==> src/rtl/decoder3x8_framer.sv <==
// Registered 3-to-8 one-hot decoder with frame accumulation.
// Accepted codes are decoded to one-hot words and OR-accumulated over
// FRAME_LEN codes. Each completed frame is offered on a valid/ready
// handshake, and code_ready stays low until the consumer takes the frame.
// Optional feature: define DECODER3X8_DUP_CHECK_EN to flag frames in which
// a code was repeated. Without it, frame_dup is tied to 0.
module decoder3x8_framer #(
  parameter int FRAME_LEN = 8,
  parameter int CNT_W     = 8
) (
  input  logic       clk,
  input  logic       rst_n,
  input  logic [2:0] code,
  input  logic       code_valid,
  output logic       code_ready,
  output logic [7:0] data,
  output logic       data_valid,
  output logic [7:0] frame_mask,
  output logic       frame_complete,
  output logic       frame_dup,
  output logic       frame_valid,
  input  logic       frame_ready
);

  typedef enum logic {
    COLLECT = 1'b0,
    HOLD    = 1'b1
  } state_t;

  localparam logic [CNT_W-1:0] LAST_IDX = CNT_W'(FRAME_LEN - 1);

  state_t           state_q, state_d;
  logic [7:0]       data_q, data_d;
  logic             data_valid_q, data_valid_d;
  logic [7:0]       frame_mask_q, frame_mask_d;
  logic             frame_complete_q, frame_complete_d;
  logic             frame_valid_q, frame_valid_d;
  logic [7:0]       acc_q, acc_d;
  logic [CNT_W-1:0] cnt_q, cnt_d;

  logic [7:0] onehot;
  logic       accept;

`ifdef DECODER3X8_DUP_CHECK_EN
  logic dup_q, dup_d;
  logic frame_dup_q, frame_dup_d;
  logic hit;
`endif

  assign onehot     = 8'b0000_0001 << code;
  assign code_ready = rst_n && (state_q == COLLECT);
  assign accept     = code_valid && code_ready;

`ifdef DECODER3X8_DUP_CHECK_EN
  assign hit = |(acc_q & onehot);
`endif

  // Next-state logic: decode on accept, accumulate, complete frames and release them on handshake
  always_comb begin
    state_d          = state_q;
    data_d           = data_q;
    data_valid_d     = 1'b0;
    frame_mask_d     = frame_mask_q;
    frame_complete_d = frame_complete_q;
    frame_valid_d    = frame_valid_q;
    acc_d            = acc_q;
    cnt_d            = cnt_q;
`ifdef DECODER3X8_DUP_CHECK_EN
    dup_d            = dup_q;
    frame_dup_d      = frame_dup_q;
`endif

    if (accept) begin
      data_d       = onehot;
      data_valid_d = 1'b1;
    end

    case (state_q)
      COLLECT: begin
        if (accept) begin
          if (cnt_q == LAST_IDX) begin
            frame_mask_d     = acc_q | onehot;
            frame_complete_d = ((acc_q | onehot) == 8'hFF);
            frame_valid_d    = 1'b1;
            acc_d            = 8'h00;
            cnt_d            = '0;
            state_d          = HOLD;
`ifdef DECODER3X8_DUP_CHECK_EN
            frame_dup_d      = dup_q | hit;
            dup_d            = 1'b0;
`endif
          end else begin
            acc_d = acc_q | onehot;
            cnt_d = cnt_q + CNT_W'(1);
`ifdef DECODER3X8_DUP_CHECK_EN
            dup_d = dup_q | hit;
`endif
          end
        end
      end
      HOLD: begin
        if (frame_ready) begin
          frame_valid_d = 1'b0;
          state_d       = COLLECT;
        end
      end
      default: begin
        state_d = COLLECT;
      end
    endcase
  end

  // State register with synchronous active-low reset that discards any partial or pending frame
  always_ff @(posedge clk) begin
    if (!rst_n) begin
      state_q          <= COLLECT;
      data_q           <= 8'h00;
      data_valid_q     <= 1'b0;
      frame_mask_q     <= 8'h00;
      frame_complete_q <= 1'b0;
      frame_valid_q    <= 1'b0;
      acc_q            <= 8'h00;
      cnt_q            <= '0;
`ifdef DECODER3X8_DUP_CHECK_EN
      dup_q            <= 1'b0;
      frame_dup_q      <= 1'b0;
`endif
    end else begin
      state_q          <= state_d;
      data_q           <= data_d;
      data_valid_q     <= data_valid_d;
      frame_mask_q     <= frame_mask_d;
      frame_complete_q <= frame_complete_d;
      frame_valid_q    <= frame_valid_d;
      acc_q            <= acc_d;
      cnt_q            <= cnt_d;
`ifdef DECODER3X8_DUP_CHECK_EN
      dup_q            <= dup_d;
      frame_dup_q      <= frame_dup_d;
`endif
    end
  end

  assign data           = data_q;
  assign data_valid     = data_valid_q;
  assign frame_mask     = frame_mask_q;
  assign frame_complete = frame_complete_q;
  assign frame_valid    = frame_valid_q;

`ifdef DECODER3X8_DUP_CHECK_EN
  assign frame_dup = frame_dup_q;
`else
  assign frame_dup = 1'b0;
`endif

endmodule

==> config.mk <==
export PLATFORM = sky130hd
export DESIGN_NAME = decoder3x8_framer
export DESIGN_NICKNAME = d
export VERILOG_FILES = /design/src/rtl/decoder3x8_framer.sv
export SDC_FILE = /design/constraint.sdc
export NUM_CORES = 1
export LEC_CHECK = 0
export BUFFER_PORTS_ARGS = -buffer_cell sky130_fd_sc_hd__buf_2
export CORE_MARGIN = 5
export CORE_UTILIZATION = 35
export DETAILED_ROUTE_END_ITERATION = 8
export GPL_TIMING_DRIVEN = 0
export PLACE_DENSITY = 0.66
export SYNTH_ARGS = -nofsm -noshare
export SYNTH_HDL_FRONTEND = slang
export SYNTH_SLANG_ARGS = --single-unit
==> constraint.sdc <==
create_clock -name clk -period 1.55 [get_ports clk]
set_input_delay 0.31 -clock clk [delete_from_list [all_inputs] [get_ports clk]]
set_output_delay 0.31 -clock clk [all_outputs]
set_load 0.03 [all_outputs]
### Yosys cells after proc, flatten, opt, wreduce, memory -nomap -nowiden

Index checks and enable logic that the tools add are counted.

| operators by class | value |
|---|---|
| $add $sub $neg | 1 |
| equal/unequal tests | 5 |
| shift-type cells | 1 |
| muxes and demuxes | 11 |
| bitwise operators | 2 |
| reduce and logical (&&, ||, !) cells | 5 |

Operators by type and width:

| kind | count |
|---|---|
| two-way mux 8 bit | 2 |
| adder 8 x 1 -> 8 bit, second input constant | 1 |
| equality test 8 x 3 -> 1 bit, second input constant | 1 |
| equality test 8 bit, second input constant | 1 |
| bitwise OR 8 bit | 1 |
| << shifter 1 x 3 -> 8 bit, first input constant | 1 |
| two-way mux 1 bit | 7 |
| AND reduction 3 bit | 2 |
| != test 2 bit, second input constant | 2 |
| case mux 1 bit (2 select lines) | 2 |
| logical AND 1 bit | 2 |
| != test 2 x 1 -> 1 bit, second input constant | 1 |
| AND reduction 2 bit | 1 |
| NOT 1 bit | 1 |

| storage, ports and cells | value |
|---|---|
| flip-flop bits (word level) | 36 |
| input port bits | 7 |
| output and inout port bits | 21 |
| word-level logic and storage cells | 33 |

### Longest topological paths before layout

Gate-level depths: netlist of the first run.

| depth | value |
|---|---|
| word-level depth | 5 |
| gate-level depth with buffers | 6 |

### Least setup slack after synthesis of the first run

Ideal clock, no wire load.

| path | value |
|---|---|
| path type | register to register |
| start point | register cnt_q[0] |
| end point | register cnt_q[0] |
| library setup time | 0.115 ns |
| arrival time | 1.356 ns |
| slack | 0.079 ns |
| stages on the path, launching flop included | 7 |
| buffers on the path | 1 |
| period minus slack after synthesis | 1.471 ns |
| cells stage by stage | dfxtp_1 -> ha_1 -> nand4b_1 -> nand4bb_1 -> nand2_1 -> buf_4 -> nor2_1 |

| between the ends | value |
|---|---|
| cells in the longest elaborated chain, start to end | 2 |
| elaborated cells between the ends (all ways) | 3 |
| those cells by class | add/sub (1); eq/ne (1); mux (1) |

Ends and longest elaborated chain:

| element | RTL line | text |
|---|---|---|
| start, declared | 39 | `logic [CNT_W-1:0] cnt_q, cnt_d;` |
| start signal, assigned | 136 | `cnt_q <= cnt_d;` |
| adder 8 x 1 -> 8 bit or equality test 8 x 3 -> 1 bit (tied branches) | 94, 81 |  |
| two-way mux 8 bit * | 81 | `if (cnt_q == LAST_IDX) begin` |

Every way passes the cells marked *; elsewhere a longest branch is shown, timed or not.
A chain may end at the register's enable or synchronous reset.

### Worst setup path in the final report of the first run

| path | value |
|---|---|
| start point | register cnt_q[3] |
| end point | register frame_mask_q[3] (netlist: frame_mask[3]) |

| between the ends | value |
|---|---|
| cells in the longest elaborated chain, start to end | 2 |

Ends and longest elaborated chain:

| element | RTL line | text |
|---|---|---|
| equality test 8 x 3 -> 1 bit | 81 |  |
| AND reduction 3 bit (no source line) | n/a |  |
| end signal, assigned | 132 | `frame_mask_q <= frame_mask_d;` |
| end, declared | 35 | `logic [7:0] frame_mask_q, frame_mask_d;` |

Every way passes these cells.

==> results of run 1 <==
## power by group through the flow
| stage | clock (W) | combinational (W) | sequential [W] |
|---|---|---|---|
| floorplan | 0 | 0.0000805 | 0.000978 |
| global placement | 0 | 0.000125 | 0.000969 |
| detailed placement | 0 | 0.000125 | 0.000970 |
| CTS | 0.000731 | 0.000127 | 0.000950 |
| global route | 0.000774 | 0.000155 | 0.000953 |
| finish | 0.000704 | 0.000139 | 0.000952 |
## state kept, by name (all words and copies together), names as in the netlist
signal          count
data_valid          1
cnt_q               8
frame_mask          8
state_q             1
frame_complete      1
frame_valid         1
data                8
acc_q               8
## per-layer routing
metal | global-route usage (%) | part of all wire (%)
met3 | 4.67 | 5.7
met4 | 5.34 | 1.8
met1 | 14.6 | 46
met2 | 20.9 | 46
met5 | 0 | 0
## worst min-delay path by stage
stage,to,slack (ns)
floorplan,acc_q[1],0.43
global placement,acc_q[5],0.43
detailed placement,acc_q[5],0.44
CTS,frame_valid,0.30
global route,state_q,0.31
finish,frame_valid,0.30
## cell usage after synthesis
library cell	n
inv_1	6
buf_6	2
o2bb2ai_1	1
a2111o_1	1
nand3_1	5
a31oi_1	1
and3_1	1
clkinv_1	1
xnor2_1	4
a21oi_1	20
o21ai_0	2
nand4b_1	1
and2_1	1
conb_1	1
nand2_1	21
nor2b_1	2
nor3b_4	1
nor3_1	3
nand4bb_1	1
nor3b_1	1
nand3b_1	1
and3b_2	2
ha_1	1
nand4_1	4
o31ai_1	1
buf_4	4
xor2_1	3
dfxtp_1	36
clkbuf_1	3
o22ai_1	1
a211oi_1	7
and4bb_4	1
nand2b_1	1
nor4_2	1
nor2_1	26
buf_1	1
## metrics by stage
stage / instances / setup TNS (ns) / setup slack, ns / cell area [um^2] / total power (W)
after global routing: 258 / -0.0503 / -0.0218 / 1870 / 0.00188
after CTS: 253 / 0 / 0.0114 / 1800 / 0.00181
final: 258 / 0 / 0.0515 / 1870 / 0.00179
after detailed placement: 243 / -1.90 / -0.177 / 1650 / 0.00109
after floorplan: 169 / 0 / 0.0785 / 1470 / 0.00106
after global placement: 243 / -1.93 / -0.174 / 1650 / 0.00109
## repair_timing
action,4_1_cts,5_1_grt
endpoints found under the setup margin,14,22
gates cloned,1,0
endpoints found under the hold margin,0,0
setup buffers,2,5
pin swaps,4,6
gates resized for setup,7,12
## kinds of logic (layout without fill, tap and decap cells)
| kind of cell | Yosys count | in the layout | synth area share (%) |
|---|---|---|---|
| adder cells (fa/ha/maj) | 1 | 1 | 0.851 |
| XOR/XNOR | 7 | 7 | 4.17 |
| AND/OR/NAND/NOR | 73 | 73 | 25.5 |
| AO/OA/AOI/OAI | 34 | 34 | 13.8 |
| flip-flops | 36 | 36 | 49.0 |
| other | 1 | 1 | 0.255 |
| buffers and inverters | 17 | 56 | 6.38 |
## worst max-delay path, stage by stage (launching register included)
cell	delay, ns
dfxtp_2	0.36
nor4_4	0.37
and4bb_4	0.34
buf_6	0.13
nor2_1	0.04
a211oi_1	0.18
## final cells by class
class                   count  share of cell area, %
clock buffers               7                   5.15
flip-flops and latches     36                   38.9
inverters                   7                   1.61
well taps                  50                   3.34
plain buffers              10                   4.01
multi-input cells         116                   37.5
repair buffers             32                   9.50
==> results.yml, run 1 <==
run_status:
  outcome: "finished, final reports clean"
pwr:
  p_comb_share_pct: 7.7
  p_per_area_mw_per_mm2: 959
  peakVddDrop_uv: 330
  swShare_pct: 22.7
  switchingPower_w: 0.000407
  internal_power_w: 0.00139
  clkPwrFrac_pct: 39.2
  p_leak_nw: 0.735
  power_frac_seq_pct: 53.0
logic_synthesis:
  syn_inst: 169
  synthesis.area_mm2: 0.00147
  ys_ff_latch: 36
  yosys-top-cells-area: "dfxtp_1 49%, a21oi_1 6.8%, nor2_1 6.6%, nand2_1 5.4%, a211oi_1 3.6%"
  seq_area_frac_synth_pct: 49.0
  synth_top_area_cell: "dfxtp_1"
  synth_area_per_cell_um2: 8.70
  synth_cell_types: 36
  syn_nets: 177
  synth_top_area_share_pct: 49.0
  ys_warn_count: 0
global_route:
  grt-ovfl-total: 0
  antenna_found_initial: 0
  grt_max_degree: 11
  first_global_vias: 1191
  grt_pass1_wl_um: 5290
  grt_usage_pct: 12.6
detailed_routing:
  drt-total-wl_um: 3180
  vias: 1242
  vias_per_cell: 4.81
  drcViolationCount: 0
  ant_nets: 0
  wl_per_cell_um: 12.3
  drt-initial-drc-count: 53
  first_pass_iters: 4
sta:
  max_freq_mhz: 667
  finClkSkew_ns: 0.00331
  min_period_ns: 1.50
  hold_viol: 0
  period_share_pct: 96.7
  finalSetupViolCount: 0
  holdWs_ns: 0.304
  slew_viol_final: 0
finish:
  syn2layout_area_growth_pct: 27.2
  fillCellCount: 401
  fin_nets: 216
  utilization_pct: 46.4
  drive_above_1_share_pct: 29.8
  multi_input_area_um2: 701
  final_common_cell: "dfxtp_1"
  diodes: 0
  ff_latch_area_um2: 728
  final_cell_mix: "32 x dfxtp_1, 26 x nor2_1, 25 x buf_2"
floorplanning:
  die_h_um: 74.8
  core_mm2: 0.00403
  start_util_pct: 36.5
  dieArea_mm2: 0.00560
  io_pins: 28
  rows: 23
  die_width_um: 74.8
clock_network:
  holdBufCountCts: 0
  cts_buffer_depth: 2
  clk_pin_slew_ns: 0.07
  cts_root_buffer: "clkbuf_8"
  clock_latency_ns: 0.28
  cts_num_sinks: 36
  numCtsBuffers: 5
  cts_max_level: 2
  cts_tree: "yes"
placement:
  io_buffers: 24
  place_hpwl_um: 2240
  routabilityCongestion: 0.794
worst_hold_path:
  whs_path_depth: 4
  min_path_type: "input pin to flip-flop"
  hp-start: "frame_ready"
worst_setup_path:
  cp-startpoint: "cnt_q[3]"
  required_ns: 1.75
  r2r-start: "cnt_q[3]"
  end_kind: "flip-flop"
  critPathMaxFanout: 6
  worst-r2r-cell-count: 5
  critPathArrivalTime_ns: 1.70
  worstSetupEndpoint: "frame_mask[3]"
  path_class: "flip-flop to flip-flop"
  r2r_setup_slack_ns: 0.05
  reg2reg_to: "frame_mask[3]"
  start_kind: "flip-flop"
job:
  maxCapViolations: 0
Note: power is estimated with default switching activity, not from simulation.
==> run 2, diff against run 1 <==
Settings changed: ABC_AREA from default to 1, PLACE_DENSITY 0.66 to 0.65.
==> run 2 against run 1 <==
Via count up 11%. Sequential power down 0.8%. Fmax up 5.5%. Combinational power down 8%. Cell count up 14%. Largest power group unchanged. Critical endpoint is now frame_mask[1].
==> results.yml, run 2 <==
clock_network:
  cts_root_buffer: "clkbuf_8"
  cts_num_sinks: 36
  clk_pin_slew_ns: 0.07
  clock_latency_ns: 0.29
  holdBufCountCts: 0
  numCtsBuffers: 5
  cts_buffer_depth: 2
  post_cts_buffers: 0
  post_cts_resized: 1
  cts_tree: "yes"
  cts_max_level: 2
floorplanning:
  die_width_um: 75.9
  rows: 24
  core_mm2: 0.00429
  io_pins: 28
  start_util_pct: 35.4
  dieArea_mm2: 0.00576
  die_h_um: 75.9
detailed_routing:
  drcViolationCount: 0
  drt-initial-drc-count: 94
  vias_per_cell: 4.68
  vias: 1376
  ant_nets: 0
  drt-total-wl_um: 3320
  wl_per_cell_um: 11.3
  first_pass_iters: 4
finish:
  drive_above_1_share_pct: 19.0
  fin_cells: 294
  final_common_cell: "nand2_1"
  fin_nets: 249
  final_cell_mix: "45 x nand2_1, 36 x dfxtp_1, 31 x nor2_1"
  diodes: 0
  final_cell_area_mm2: 0.00181
  syn2layout_area_growth_pct: 18.8
placement:
  io_buffers: 26
  place_hpwl_um: 2470
  placed_area_mm2: 0.00172
  routabilityCongestion: 0.791
  dpl.cell_count: 286
run_status:
  outcome: "finished, final reports clean"
global_route:
  grt_max_degree: 11
  grt_usage_pct: 12.1
  grt-ovfl-total: 0
  grt_pass1_wl_um: 5760
  antenna_found_initial: 0
  first_global_vias: 1272
logic_synthesis:
  syn_inst: 208
  synth_edf_count: 0
  ys_warn_count: 0
  synthSimpleGateAreaFrac_pct: 30.9
  synth_area_per_cell_um2: 7.31
  synthesis.area_mm2: 0.00152
  yosys-top-cells-area: "dfxtp_1 47%, nand2_1 11%, a21oi_1 7.9%, nor2_1 7.7%, inv_1 5.9%"
  ys_ff_latch: 36
  syn_nets: 216
  synth-adder-area-share_pct: 0.823
  synth_cell_types: 24
  synthMuxAreaShare_pct: 0
  synth_top_area_share_pct: 47.4
  synth_top_family_by_area: "simple AND/OR/NAND/NOR gates"
  synth_most_common_cell: "nand2_1"
  synth_commonest_cells: "45 x nand2_1, 36 x dfxtp_1, 31 x nor2_1"
  synth_compound_area_share_pct: 11.0
  async_flop_share_pct: 0
  ys.flop_type: "dfxtp_1"
  seq_area_frac_synth_pct: 47.4
  synth_top_area_cell: "dfxtp_1"
  synth_xor_area_share_pct: 0.576
worst_setup_path:
  end_kind: "flip-flop"
  critPathMaxFanout: 10
  required_ns: 1.72
  path_class: "flip-flop to flip-flop"
  start_kind: "flip-flop"
  crit_chain: "ha_1, nand2_1, nor2_4, nand2_4, nand2_2, buf_6, o22ai_2"
  crit_path_top_delay_cell: "dfxtp_1"
  path_delay_family: "simple AND/OR/NAND/NOR gates"
  critPathArrivalTime_ns: 1.60
  critPathBufInv: 1
  slowest_delay_ns: 0.36
sta:
  hold_viol: 0
  slew_viol_final: 0
  finClkSkew_ns: 0.00805
  holdWs_ns: 0.325
  min_period_ns: 1.42
  rsz0062_at_grt: "false"
  period_share_pct: 91.7
  finalSetupViolCount: 0
  max_freq_mhz: 704
pwr:
  p_leak_nw: 0.800
  peakVddDrop_uv: 432
  p_per_area_mw_per_mm2: 972
job:
  maxCapViolations: 0
worst_hold_path:
  min_path_type: "input pin to flip-flop"
## run 2: cell count changes in the layout (fill, tap and decap cells not counted), sizes merged, moves of 3 or more
cell,previous run,this run
inv,6,25
nor2,26,33
buf,38,30
o21ai,2,7
xor2,3,0
nand3,5,17
nand2,21,48
xnor2,4,1
or2,0,6
nand4,4,1
a21oi,20,24
a211oi,7,0
## run 2: through the flow
step	TNS [ns]	worst slack (ns)	total power [W]	utilization (%)
2_1_floorplan	0	0.275	0.00105	-
6_report	0	0.129	0.00176	42.1
3_3_place_gp	-0.0473	-0.0473	0.00109	39.9
5_1_grt	0	0.0103	0.00183	42.1
4_1_cts	0	0.137	0.00177	42.1
3_5_place_dp	-0.0341	-0.0341	0.00109	39.9
## run 2: worst paths after layout
| kind | from | end | slack (ns) | cells after the start |
|---|---|---|---|---|
| setup / recovery | cnt_q[1] | frame_mask[1] | 0.13 | 7 |
| hold / removal | frame_ready | frame_valid | 0.33 | 4 |
| setup reg to reg | cnt_q[1] | frame_mask[1] | 0.13 | 7 |
| hold reg to reg | acc_q[7] | acc_q[7] | 0.46 | 2 |
## run 2: cell type report
cell class | instances | area [um^2]
sequential | 36 | 721
timing repair buffer | 26 | 130
clock buffer | 8 | 90.1
tap | 52 | 65.1
inverter | 25 | 93.8
multi-input combinational | 141 | 663
fill | 460 | 2490
buffer | 6 | 43.8
## run 2: cell families (layout without fill, tap and decap cells)
kind of cell | after synthesis | count (layout)
compound gates | 32 | 32
xor+xnor | 1 | 1
fa+ha+maj | 1 | 1
buf+inv | 31 | 65
flops | 36 | 36
other cells | 1 | 1
simple gates | 106 | 106
## run 2: per-layer routing
metal / share of wire (%) / up-vias / wire length (um) / track usage [%]
met5: 0 / - / 0 / 0
met2: 43 / 35 / 1430 / 17.7
met1: 50 / 617 / 1650 / 16.5
met3: 5.4 / 7 / 181 / 3.67
li1: - / 717 / - / -
met4: 1.6 / 0 / 53 / 4.80
## run 2: worst reg2reg max path: cells and delay by family (launching register included)
family,cells,cell delay (ns)
AOI/OAI and AO/OA,1,0.07
and+or+nand+nor,4,0.52
DFF,1,0.36
buffers and inverters,1,0.16
adders and majority gates,1,0.22
## run 2: power by group
part           internal (W)  switching [W]
registers          0.000938     0.00000595
logic             0.0000392      0.0000889
clock network      0.000362       0.000321
==> run 3, diff against run 2 <==
Settings changed: CORE_UTILIZATION 35 to 40, PLACE_DENSITY 0.65 to 0.72.
==> run 3 against run 2 <==
Flip-flop and latch count unchanged. Register-to-register slack improved by 0.02 ns. Fmax increased by 1.8%. Routed wire length decreased by 1.6%. Hold slack got worse by 0.0079 ns. Combinational power about the same. Sequential power about the same. Via count decreased by 0.73%. Die area decreased by 11%. Clock power decreased by 8.8%. First-iteration DRC count decreased by 52%. Critical path type unchanged. Largest cell class unchanged. Largest power group unchanged.
==> results.yml, run 3 (synthesized netlist as in run 2, its figures left out) <==
pwr:
  clkPwrFrac_pct: 36.8
  peakVddDrop_uv: 503
  p_per_area_mw_per_mm2: 949
  power_frac_seq_pct: 55.8
  p_leak_nw: 0.791
  internal_power_w: 0.00128
  p_comb_share_pct: 7.4
  swShare_pct: 24.3
  switchingPower_w: 0.000411
worst_setup_path:
  r2r-start: "cnt_q[0]"
  crit_path_top_delay_cell: "dfxtp_1"
  r2r_setup_slack_ns: 0.15
  crit_chain: "ha_1, nand2_1, nor2_4, nand2_4, nand2_2, buf_6, o22ai_2"
  required_ns: 1.73
  critPathMaxFanout: 10
  cp-startpoint: "cnt_q[0]"
  path_delay_family: "simple AND/OR/NAND/NOR gates"
  end_kind: "flip-flop"
  path_class: "flip-flop to flip-flop"
  slowest_delay_ns: 0.35
  critPathArrivalTime_ns: 1.58
  worst-r2r-cell-count: 7
  start_kind: "flip-flop"
  critPathBufInv: 1
  reg2reg_to: "frame_mask[1]"
detailed_routing:
  first_pass_iters: 6
  ant_nets: 0
  drt-initial-drc-count: 45
  drcViolationCount: 0
  vias_per_cell: 4.74
  wl_per_cell_um: 11.4
  vias: 1366
  drt-total-wl_um: 3270
finish:
  fin_nets: 248
  diodes: 0
  syn2layout_area_growth_pct: 17.4
  final_cell_mix: "45 x nand2_1, 36 x dfxtp_1, 31 x nor2_1"
  fillCellCount: 390
  final_common_cell: "nand2_1"
  drive_above_1_share_pct: 18.8
clock_network:
  cts_tree: "yes"
  cts_num_sinks: 36
  post_cts_buffers: 0
  clk_pin_slew_ns: 0.07
  clock_latency_ns: 0.29
  cts_buffer_depth: 2
  numCtsBuffers: 5
  cts_root_buffer: "clkbuf_8"
  cts_max_level: 2
sta:
  finalSetupViolCount: 0
  slew_viol_final: 0
  rsz0062_at_grt: "false"
  setup_tns_ns: 0
  hold_viol: 0
  period_share_pct: 90.1
  min_period_ns: 1.40
  finClkSkew_ns: 0.00267
  holdWs_ns: 0.317
  max_freq_mhz: 716
global_route:
  grt_pass1_wl_um: 5710
  grt_max_degree: 14
  first_global_vias: 1303
  antenna_found_initial: 0
  grt-ovfl-total: 0
  grt_usage_pct: 14.3
  grt.met1_usage_pct: 16.6
  use_met2_pct: 22.9
  grt.busiest_layer: "met2"
  met3_usage_pct: 5.47
run_status:
  outcome: "finished, final reports clean"
floorplanning:
  rows: 22
  io_pins: 28
  core_mm2: 0.00366
  die_width_um: 71.7
  die_h_um: 71.7
  dieArea_mm2: 0.00513
  start_util_pct: 41.5
placement:
  place_hpwl_um: 2460
  routabilityCongestion: 0.791
  io_buffers: 26
worst_hold_path:
  whs_path_depth: 4
  min_path_type: "input pin to flip-flop"
  whs_endpoint: "state_q"
  hp-start: "frame_ready"
job:
  maxCapViolations: 0
run 3: changes by cell type in the layout (fill, tap and decap cells not counted):
cell / previous run / this run
clkbuf_8: 6 / 5
clkbuf_1: 3 / 2
clkinv_2: 0 / 1
clkbuf_2: 1 / 0
run 3: metal layers:
layer | part of all wire, % | up-vias
met5 | 0 | -
met4 | 2.2 | 0
met3 | 7.4 | 8
met2 | 45 | 41
met1 | 45 | 607
li1 | - | 710
run 3: final cells by class:
class,count,area (um^2),share of cell area [%]
flip-flops and latches,36,721,40.4
multi-input cells,141,663,37.2
repair buffers,26,130,7.29
inverters,25,93.8,5.26
clock buffers,6,72.6,4.07
well taps,48,60.1,3.37
plain buffers,5,38.8,2.17
clock inverters,1,5.00,0.281
run 3: worst reg2reg max path, cell delays in order (launching register included):
cell and delay, ns:
dfxtp_1 0.35, ha_1 0.22, nand2_1 0.14, nor2_4 0.15, nand2_4 0.09, nand2_2 0.11, buf_6 0.15, o22ai_2 0.07
run 3: worst max path at each step:
stage,depth (start not counted),end,slack (ns)
detailed placement,5,code_ready,-0.08
global route,7,frame_mask[1],0.01
finish,7,frame_mask[1],0.15
CTS,7,frame_mask[1],0.14
global placement,5,code_ready,-0.06
floorplan,3,code_ready,0.27
run 3: what timing repair did:
action | CTS | global route
gates resized for setup | 0 | 0
hold buffers | 0 | 0
setup endpoints to repair | 1 | 0
run 3: power by group through the flow:
stage / clock network (W) / logic [W] / registers (W)
finish: 0.000623 / 0.000126 / 0.000944
global route: 0.000684 / 0.000143 / 0.000945
CTS: 0.000649 / 0.000128 / 0.000944
detailed placement: 0 / 0.000128 / 0.000965
global placement: 0 / 0.000127 / 0.000965
floorplan: 0 / 0.0000754 / 0.000975
run 3: stage by stage:
step           setup slack (ns)  cells  power, W  area (um^2)  utilization [%]
2_1_floorplan             0.275    208   0.00105         1520                -
3_3_place_gp            -0.0571    282   0.00109         1710             46.7
3_5_place_dp            -0.0817    282   0.00109         1710             46.7
4_1_cts                   0.138    288   0.00172         1780             48.7
5_1_grt                  0.0127    288   0.00177         1780             48.7
6_report                  0.154    288   0.00169         1780             48.7
